## src/rtl/fp_mul_pipe.sv

```systemverilog
`default_nettype none
// ============================================================================
// Module      : fp_mul_pipe
// Description : Two-stage pipelined IEEE-754 multiplier for any 1-E-M format,
//               with round-to-nearest-even, flush-to-zero and exception flags.
// Revision    : 1.0 - initial release
// ============================================================================
module fp_mul_pipe #(
  parameter int  EXP_BITS  = 5,
  parameter int  MAN_BITS  = 10,
  parameter int  TAG_WIDTH = 4,
  localparam int WIDTH     = 1 + EXP_BITS + MAN_BITS
) (
  input  logic                  clk_i,
  input  logic                  rst_i,
  input  logic                  in_valid_i,
  output logic                  in_ready_o,
  input  logic [1:0][WIDTH-1:0] operands_i,
  input  logic [TAG_WIDTH-1:0]  tag_i,
  output logic                  out_valid_o,
  input  logic                  out_ready_i,
  output logic [WIDTH-1:0]      result_o,
  output logic [3:0]            status_o,
  output logic [TAG_WIDTH-1:0]  tag_o
);

  localparam int BIAS = 2 ** (EXP_BITS - 1) - 1;
  localparam int PW   = 2 * MAN_BITS + 2;
  localparam int EW   = EXP_BITS + 2;

  localparam logic [EW-1:0]       C_BIAS     = EW'(BIAS);
  localparam logic [EW-2:0]       C_EXP_MAX  = (EW-1)'(2 ** EXP_BITS - 1);
  localparam logic [EXP_BITS-1:0] C_EXP_ONES = '1;
  localparam logic [WIDTH-1:0]    C_QNAN     = {1'b0, C_EXP_ONES, 1'b1, {(MAN_BITS-1){1'b0}}};

  // --------------------------------------------------------------------------
  // Handshake
  // --------------------------------------------------------------------------
  logic r_v1;
  logic r_v2;
  logic w_en1;
  logic w_en2;

  assign w_en2      = !r_v2 | out_ready_i;
  assign w_en1      = !r_v1 | w_en2;
  assign in_ready_o = w_en1;

  // --------------------------------------------------------------------------
  // Stage 1: operand classification, exponent sum, mantissa product
  // --------------------------------------------------------------------------
  logic [1:0]          w_sign;
  logic [1:0]          w_zero;
  logic [1:0]          w_inf;
  logic [1:0]          w_nan;
  logic [1:0]          w_snan;
  logic [EXP_BITS-1:0] w_exp [2];
  logic [MAN_BITS-1:0] w_man [2];

  for (genvar gi = 0; gi < 2; gi++) begin : g_operand
    assign w_sign[gi] = operands_i[gi][WIDTH-1];
    assign w_exp[gi]  = operands_i[gi][WIDTH-2 -: EXP_BITS];
    assign w_man[gi]  = operands_i[gi][MAN_BITS-1:0];
    // Subnormals land here too and are treated as zero.
    assign w_zero[gi] = (w_exp[gi] == '0);
    assign w_inf[gi]  = (w_exp[gi] == C_EXP_ONES) && (w_man[gi] == '0);
    assign w_nan[gi]  = (w_exp[gi] == C_EXP_ONES) && (w_man[gi] != '0);
    assign w_snan[gi] = w_nan[gi] && !w_man[gi][MAN_BITS-1];
  end

  logic          w_inf_zero;
  logic [EW-1:0] w_exp_sum;
  logic [PW-1:0] w_prod;

  assign w_inf_zero = (w_inf[1] & w_zero[0]) | (w_inf[0] & w_zero[1]);
  assign w_exp_sum  = {2'b00, w_exp[1]} + {2'b00, w_exp[0]} - C_BIAS;
  assign w_prod     = PW'({1'b1, w_man[1]}) * PW'({1'b1, w_man[0]});

  logic                 r_nan;
  logic                 r_nv;
  logic                 r_inf;
  logic                 r_zero;
  logic                 r_sign;
  logic signed [EW-1:0] r_exp_sum;
  logic [PW-1:0]        r_prod;
  logic [TAG_WIDTH-1:0] r_tag1;

  always_ff @(posedge clk_i or posedge rst_i) begin
    if (rst_i) begin
      r_v1      <= 1'b0;
      r_nan     <= 1'b0;
      r_nv      <= 1'b0;
      r_inf     <= 1'b0;
      r_zero    <= 1'b0;
      r_sign    <= 1'b0;
      r_exp_sum <= '0;
      r_prod    <= '0;
      r_tag1    <= '0;
    end else begin
      if (w_en1) begin
        r_v1 <= in_valid_i;
      end
      if (w_en1 && in_valid_i) begin
        r_nan     <= (|w_nan) | w_inf_zero;
        r_nv      <= (|w_snan) | w_inf_zero;
        r_inf     <= |w_inf;
        r_zero    <= |w_zero;
        r_sign    <= w_sign[1] ^ w_sign[0];
        r_exp_sum <= $signed(w_exp_sum);
        r_prod    <= w_prod;
        r_tag1    <= tag_i;
      end
    end
  end

  // --------------------------------------------------------------------------
  // Stage 2: normalise, round to nearest even, range check, pack
  // --------------------------------------------------------------------------
  logic                 w_norm;
  logic [MAN_BITS-1:0]  w_frac;
  logic                 w_guard;
  logic                 w_sticky;
  logic                 w_round_up;
  logic                 w_carry;
  logic [MAN_BITS-1:0]  w_frac_rnd;
  logic signed [EW-1:0] w_exp_rnd;
  logic                 w_of;
  logic                 w_uf;

  // The leading one sits at bit PW-1 or PW-2; pick the window below it.
  assign w_norm     = r_prod[PW-1];
  assign w_frac     = w_norm ? r_prod[PW-2 -: MAN_BITS] : r_prod[PW-3 -: MAN_BITS];
  assign w_guard    = w_norm ? r_prod[PW-2-MAN_BITS]   : r_prod[PW-3-MAN_BITS];
  assign w_sticky   = w_norm ? (|r_prod[PW-3-MAN_BITS:0]) : (|r_prod[PW-4-MAN_BITS:0]);
  assign w_round_up = w_guard & (w_sticky | w_frac[0]);

  assign {w_carry, w_frac_rnd} = {1'b0, w_frac} + (MAN_BITS+1)'(w_round_up);

  assign w_exp_rnd = r_exp_sum
                   + $signed({{(EW-1){1'b0}}, w_norm})
                   + $signed({{(EW-1){1'b0}}, w_carry});

  assign w_of = !w_exp_rnd[EW-1] && (w_exp_rnd[EW-2:0] >= C_EXP_MAX);
  assign w_uf = w_exp_rnd[EW-1] || (w_exp_rnd == '0);

  logic [WIDTH-1:0] w_result;
  logic [3:0]       w_status;

  // Status is {NV, OF, UF, NX}; specials take priority over the range check.
  always_comb begin
    w_result = {r_sign, w_exp_rnd[EXP_BITS-1:0], w_frac_rnd};
    w_status = {3'b000, w_guard | w_sticky};
    if (r_nan) begin
      w_result = C_QNAN;
      w_status = {r_nv, 3'b000};
    end else if (r_inf) begin
      w_result = {r_sign, C_EXP_ONES, {MAN_BITS{1'b0}}};
      w_status = 4'b0000;
    end else if (r_zero) begin
      w_result = {r_sign, {(WIDTH-1){1'b0}}};
      w_status = 4'b0000;
    end else if (w_of) begin
      w_result = {r_sign, C_EXP_ONES, {MAN_BITS{1'b0}}};
      w_status = 4'b0101;
    end else if (w_uf) begin
      w_result = {r_sign, {(WIDTH-1){1'b0}}};
      w_status = 4'b0011;
    end
  end

  logic [WIDTH-1:0]     r_result;
  logic [3:0]           r_status;
  logic [TAG_WIDTH-1:0] r_tag2;

  always_ff @(posedge clk_i or posedge rst_i) begin
    if (rst_i) begin
      r_v2     <= 1'b0;
      r_result <= '0;
      r_status <= '0;
      r_tag2   <= '0;
    end else begin
      if (w_en2) begin
        r_v2 <= r_v1;
      end
      if (w_en2 && r_v1) begin
        r_result <= w_result;
        r_status <= w_status;
        r_tag2   <= r_tag1;
      end
    end
  end

  assign out_valid_o = r_v2;
  assign result_o    = r_result;
  assign status_o    = r_status;
  assign tag_o       = r_tag2;

endmodule
`default_nettype wire

```

## config.mk

```make
export PLATFORM = sky130hd
export DESIGN_NAME = fp_mul_pipe
export DESIGN_NICKNAME = d
export VERILOG_FILES = /design/src/rtl/fp_mul_pipe.sv
export SDC_FILE = /design/constraint.sdc
export NUM_CORES = 1
export LEC_CHECK = 0
export BUFFER_PORTS_ARGS = -buffer_cell sky130_fd_sc_hd__buf_2
export CAP_MARGIN = 20
export CORE_MARGIN = 3
export CORE_UTILIZATION = 45
export DETAILED_ROUTE_END_ITERATION = 7
export SLEW_MARGIN = 5
export SYNTH_ARGS = -nofsm -noshare
export SYNTH_HDL_FRONTEND = slang
export SYNTH_SLANG_ARGS = --single-unit
```

## constraint.sdc

```tcl
create_clock -name clk_i -period 5.6 [get_ports clk_i]
set_clock_uncertainty 0.15 [all_clocks]
set_input_delay 1.12 -clock clk_i [delete_from_list [all_inputs] [get_ports clk_i]]
set_output_delay 1.12 -clock clk_i [all_outputs]
set_load 0.01 [all_outputs]
```

Word-level counts from Yosys, hierarchy flattened

Index checks and enable logic that the tools add are counted.

Add/sub/neg operators: 5
$mul: 1
Divide/modulo/power cells: 0
Magnitude comparators: 1
Equal/unequal tests: 2
Shift-type cells: 0
Multiplexer cells: 13
Bitwise logic cells: 11
Reductions and logical operators: 28

Operator list:

| cell                                                                                | number |
|---|---|
| 15-bit 2-to-1 mux                                                                   | 4 |
| 11-bit by 11-bit multiplier with 22-bit output                                      | 1 |
| 10-bit logical NOT                                                                  | 2 |
| 10-bit nonzero test                                                                 | 2 |
| 16-bit 2-to-1 mux                                                                   | 1 |
| 7-bit by 2-bit adder with 7-bit output                                              | 2 |
| 10-bit by 1-bit adder with 11-bit output                                            | 1 |
| 5-bit equality test, second input constant                                          | 2 |
| 5-bit logical NOT                                                                   | 2 |
| 10-bit 2-to-1 mux                                                                   | 1 |
| 10-bit OR reduction                                                                 | 1 |
| 1-bit logical AND                                                                   | 9 |
| 3-bit 2-to-1 mux                                                                    | 3 |
| 9-bit OR reduction                                                                  | 1 |
| 2-bit OR reduction                                                                  | 4 |
| 7-bit logical NOT                                                                   | 1 |
| 1-bit OR                                                                            | 7 |
| 6-bit by 4-bit subtractor with 7-bit output, second input constant                  | 1 |
| 5-bit by 5-bit adder with 6-bit output                                              | 1 |
| 6-bit by 5-bit greater-or-equal comparator with 1-bit output, second input constant | 1 |
| 1-bit logical NOT                                                                   | 5 |
| 4-bit 2-to-1 mux                                                                    | 1 |
| 1-bit bitwise AND                                                                   | 3 |
| 1-bit 2-to-1 mux                                                                    | 2 |
| 3 further kinds                                                                     | 3 |

Register bits: 64
Bits in latches: 0
Memory bits (writable): 0
ROM bits: 0
Input bits: 40
Logic and storage cells: 74
Memories: 0

Longest topological paths before layout

Depth in word-level cells: 13
Depth in mapped cells: 19
Mapped depth without buffers: 18

Worst setup path before layout

OpenSTA, ideal clock, no wires.

Kind: input -> register
Start point: in operands_i[4] in the netlist's numbering
End point: reg r_prod[18]
Arrival: 5528 ps
Data required time: 5320 ps
Setup slack: -208 ps
Stages on the path: 19
Path through: clkbuf_1 nand2_1 fa_1 inv_1 fa_1 inv_1 fa_1 inv_1 fa_1 inv_1 fa_1 inv_1 ha_1 o21ai_0 nand2b_1 a41oi_1 o41ai_2 xnor2_1 o21ai_1

Word-level cells in the longest chain between the ends: 1

Ends and longest elaborated chain:

| what                                           | RTL line | source |
|---|---|---|
| start: declaration                             | 18       | `input logic [1:0][WIDTH-1:0] operands_i,` |
| 11-bit by 11-bit multiplier with 22-bit output | 76       | `assign w_prod = PW'({1'b1, w_man[1]}) * PW'({1'b1, w_man[0]});` |
| end signal: assignment                         | 109      | `r_prod <= w_prod;` |
| end: declaration                               | 84       | `logic [PW-1:0] r_prod;` |

No other way between the ends.
A chain may end at the register's enable or synchronous reset.

Worst setup path after layout

Start point: in operands_i[4] in the netlist's numbering
End point: reg r_prod[20]

The elaborated chain is that of the path after synthesis.

==> impl_metrics.env <==
export IMPL_status="finished, final reports clean"
export IMPL_worstPathRequired_ns=5.64
export IMPL_synth_edf_count=0
export IMPL_r2r_setup_slack_ns=1.40
export IMPL_layout_min_cycle_time_ns=5.40
export IMPL_antenna_cells=0
export IMPL_worst_path_buf_inv=6
export IMPL_relSlewSlack_pct=42.5
export IMPL_insertion_delay_ns=0.33
export IMPL_place_area_mm2=0.00847
export IMPL_ir_drop_mv=0.285
export IMPL_fin_total_pwr_mw=4.24
export IMPL_critPathMaxStageDelay_ns=0.55
export IMPL_drcViolationCount=0
export IMPL_max_cap_violations=0
export IMPL_nNetsFinal=1148
export IMPL_worst_pin_slew_ns=0.856
export IMPL_maxSlewViolCount=0
export IMPL_grt_max_degree=65
export IMPL_vias_per_cell=5.04
export IMPL_grt_pass1_wl_um=28700
export IMPL_worstPathCellList="buf_2 -> buf_4 -> nand2_1 -> fa_1 -> inv_1 -> fa_1 -> fa_1 -> fa_1 -> inv_1 -> fa_1 -> inv_1 -> ha_1 -> a21oi_1 -> o21ai_0 -> a31oi_1 -> buf_4 -> o41ai_2 -> xnor2_1 -> o21ai_1"
export IMPL_grt_usage_pct=19.4
export IMPL_ff2ff_path_depth=16
export IMPL_synth_cell_type_count=68
export IMPL_cts_tree="built"
export IMPL_hpwlAfterDp_um=14200
export IMPL_grt_pass1_vias=5884
export IMPL_syn_nets=1038
export IMPL_fin_hold_ws_ns=0.315
export IMPL_final_common_cell="nand2_1"
export IMPL_place_gp_congestion=0.870
export IMPL_min_period_over_period_pct=96.4
export IMPL_wire_per_inst_um=14.5
export IMPL_rsz0062_at_grt="false"
export IMPL_yosysSeqAreaShare_pct=21.5
export IMPL_areaGrowthSynthToFinish_pct=18.3
export IMPL_ys_warn_count=0
export IMPL_gr_total_overflow=0
export IMPL_finalHoldViolations=0
export IMPL_core_mm2=0.0161
export IMPL_worstSetupStartpointType="primary input"
export IMPL_endpoint_kind="register"
export IMPL_ys_async_sr_fraction_pct=100
export IMPL_htreeDepth=3
export IMPL_vias=5930
export IMPL_ant_nets=0
export IMPL_worstReg2RegStart="r_prod[21]$_DFFE_PP0P_"
export IMPL_ioPinCount=66
export IMPL_wl_um=17100
export IMPL_die_h_um=135
export IMPL_clk_pin_slew_ns=0.06
export IMPL_cp_depth=19
export IMPL_cts_setup_buffers=0
export IMPL_row_count=46
export IMPL_crit_type="in -> reg"
export IMPL_crit_fanout=4
export IMPL_cts_buffer_depth=2
export IMPL_numCtsBuffers=9
export IMPL_final_setup_viol_count=0
export IMPL_power_density_mw_per_mm2=481
export IMPL_cp_slowest_cell="fa_1"
export IMPL_drtIter0Drc=291
export IMPL_synth_area_leader_cell="fa_1"
export IMPL_p_leak_nw=4.47
export IMPL_yosys_top_cells_area="fa_1, dfrtp_1, ha_1"
export IMPL_max_freq_mhz=185
export IMPL_cpLargestDelayFamily="adder cells"
export IMPL_setup_worst_path_end="r_prod[20]$_DFFE_PP0P_"
export IMPL_crit_arrival_ns=5.44
export IMPL_start_util_pct=46.4
export IMPL_layout_drive_gt1_share_pct=20.0
export IMPL_synth_ff_type="dfrtp_1"
export IMPL_synth_top_area_share_pct=22.0
export IMPL_die_area_mm2=0.0182
export IMPL_cts_hold_buf=0
export IMPL_die_w_um=135
export IMPL_startpoint="operands_i[4]"
export IMPL_design_area_mm2=0.00882
export IMPL_dr_pass1_iters=5
export IMPL_reg2reg_to="result_o[4]$_DFFE_PP0P_"
export IMPL_synth_cells=846
export IMPL_cts_resized=0
export IMPL_syn_avg_cell_area_um2=8.81
export IMPL_min_path_type="reg -> reg"
export IMPL_ys_seq_elements=64
export IMPL_cts_root_buffer="clkbuf_16"
export IMPL_antenna_found_initial=0
export IMPL_final_cell_mix="nand2_1, inv_1, fa_1, buf_4, ha_1"
export IMPL_clkSinkCount=64
export IMPL_port_buffers=65
export IMPL_syn_area_mm2=0.00746
export IMPL_cpMostUsedCell="fa_1"
## layer usage
layer	routed length, um	up-vias	track usage [%]
met5	0	-	0
met4	266	0	5.03
met3	528	24	1.97
met2	7990	109	32.3
met1	8270	2829	27.2
li1	-	2968	-
## tightest hold or removal path, cell delays in order (launching register included)
cell and delay, ns:
dfrtp_1 0.34, nand2_1 0.05, nand2_1 0.05
## kinds of logic (layout without fill, tap and decap cells)
family / Yosys count / count (layout) / synth area share, %
buf+inv: 164 / 278 / 8.64
mux: 5 / 5 / 0.705
fa+ha+maj: 152 / 152 / 33.8
xor+xnor: 30 / 30 / 3.52
compound gates: 132 / 132 / 12.0
simple gates: 299 / 299 / 19.9
flops: 64 / 64 / 21.5
## state kept, by name, summed over array words and instances, names as in the netlist
signal and count:
status_o 4, r_zero 1, r_nan 1, out_valid_o 1, r_nv 1, r_exp_sum 7
tag_o 4, r_prod 22, r_tag1 4, r_sign 1, result_o 16, r_inf 1
r_v1 1
## stage by stage
step	std cells	worst slack, ns	util (%)	setup TNS, ns
after floorplan	846	-0.0220	-	-0.0406
after global placement	1161	-0.124	52.8	-0.664
after global routing	1176	0.0220	54.9	0
final	1176	0.200	54.9	0
after CTS	1176	0.144	54.7	0
after detailed placement	1161	-0.204	52.8	-1.04
## Yosys cell counts, types with 8 or more instances
| master | n |
|---|---|
| nand2_1 | 159 |
| inv_1 | 125 |
| fa_1 | 82 |
| ha_1 | 70 |
| dfrtp_1 | 64 |
| and2_1 | 40 |
| o21ai_0 | 32 |
| a21oi_1 | 26 |
| clkbuf_1 | 25 |
| nor2_1 | 18 |
| xnor2_1 | 18 |
| nand3_1 | 14 |
| nor3_1 | 12 |
| xor2_1 | 12 |
| nand2b_1 | 11 |
| o21ai_1 | 10 |
| a21o_1 | 9 |
| a31oi_1 | 9 |
| buf_2 | 8 |
## worst min path at each step
stage | start | to | slack [ns] | cells after the start
floorplan | r_tag1[0]$_DFFE_PP0P_ | tag_o[0]$_DFFE_PP0P_ | 0.29 | 2
finish | status_o[3]$_DFFE_PP0P_ | status_o[3]$_DFFE_PP0P_ | 0.32 | 2
global placement | r_tag1[1]$_DFFE_PP0P_ | tag_o[1]$_DFFE_PP0P_ | 0.30 | 2
CTS | r_tag1[3]$_DFFE_PP0P_ | tag_o[3]$_DFFE_PP0P_ | 0.32 | 2
global route | status_o[3]$_DFFE_PP0P_ | status_o[3]$_DFFE_PP0P_ | 0.34 | 2
detailed placement | status_o[3]$_DFFE_PP0P_ | status_o[3]$_DFFE_PP0P_ | 0.31 | 2
## area by class of cell
type,count,area [um^2]
fill,1534,7240
multi-input combinational,618,5270
sequential,64,1600
timing repair buffer,137,898
inverter,126,473
tap,216,270
clock buffer,12,267
clock inverter,3,40.0
## where the power goes
part | switching, mW | internal [mW] | total [mW] | leakage (nW)
logic | 1.52 | 1.41 | 2.93 | 3.52
registers | 0.147 | 0.599 | 0.745 | 0.791
clock network | 0.187 | 0.376 | 0.563 | 0.154
total | 1.86 | 2.38 | 4.24 | 4.47
Note: power is estimated with default switching activity, not from simulation.
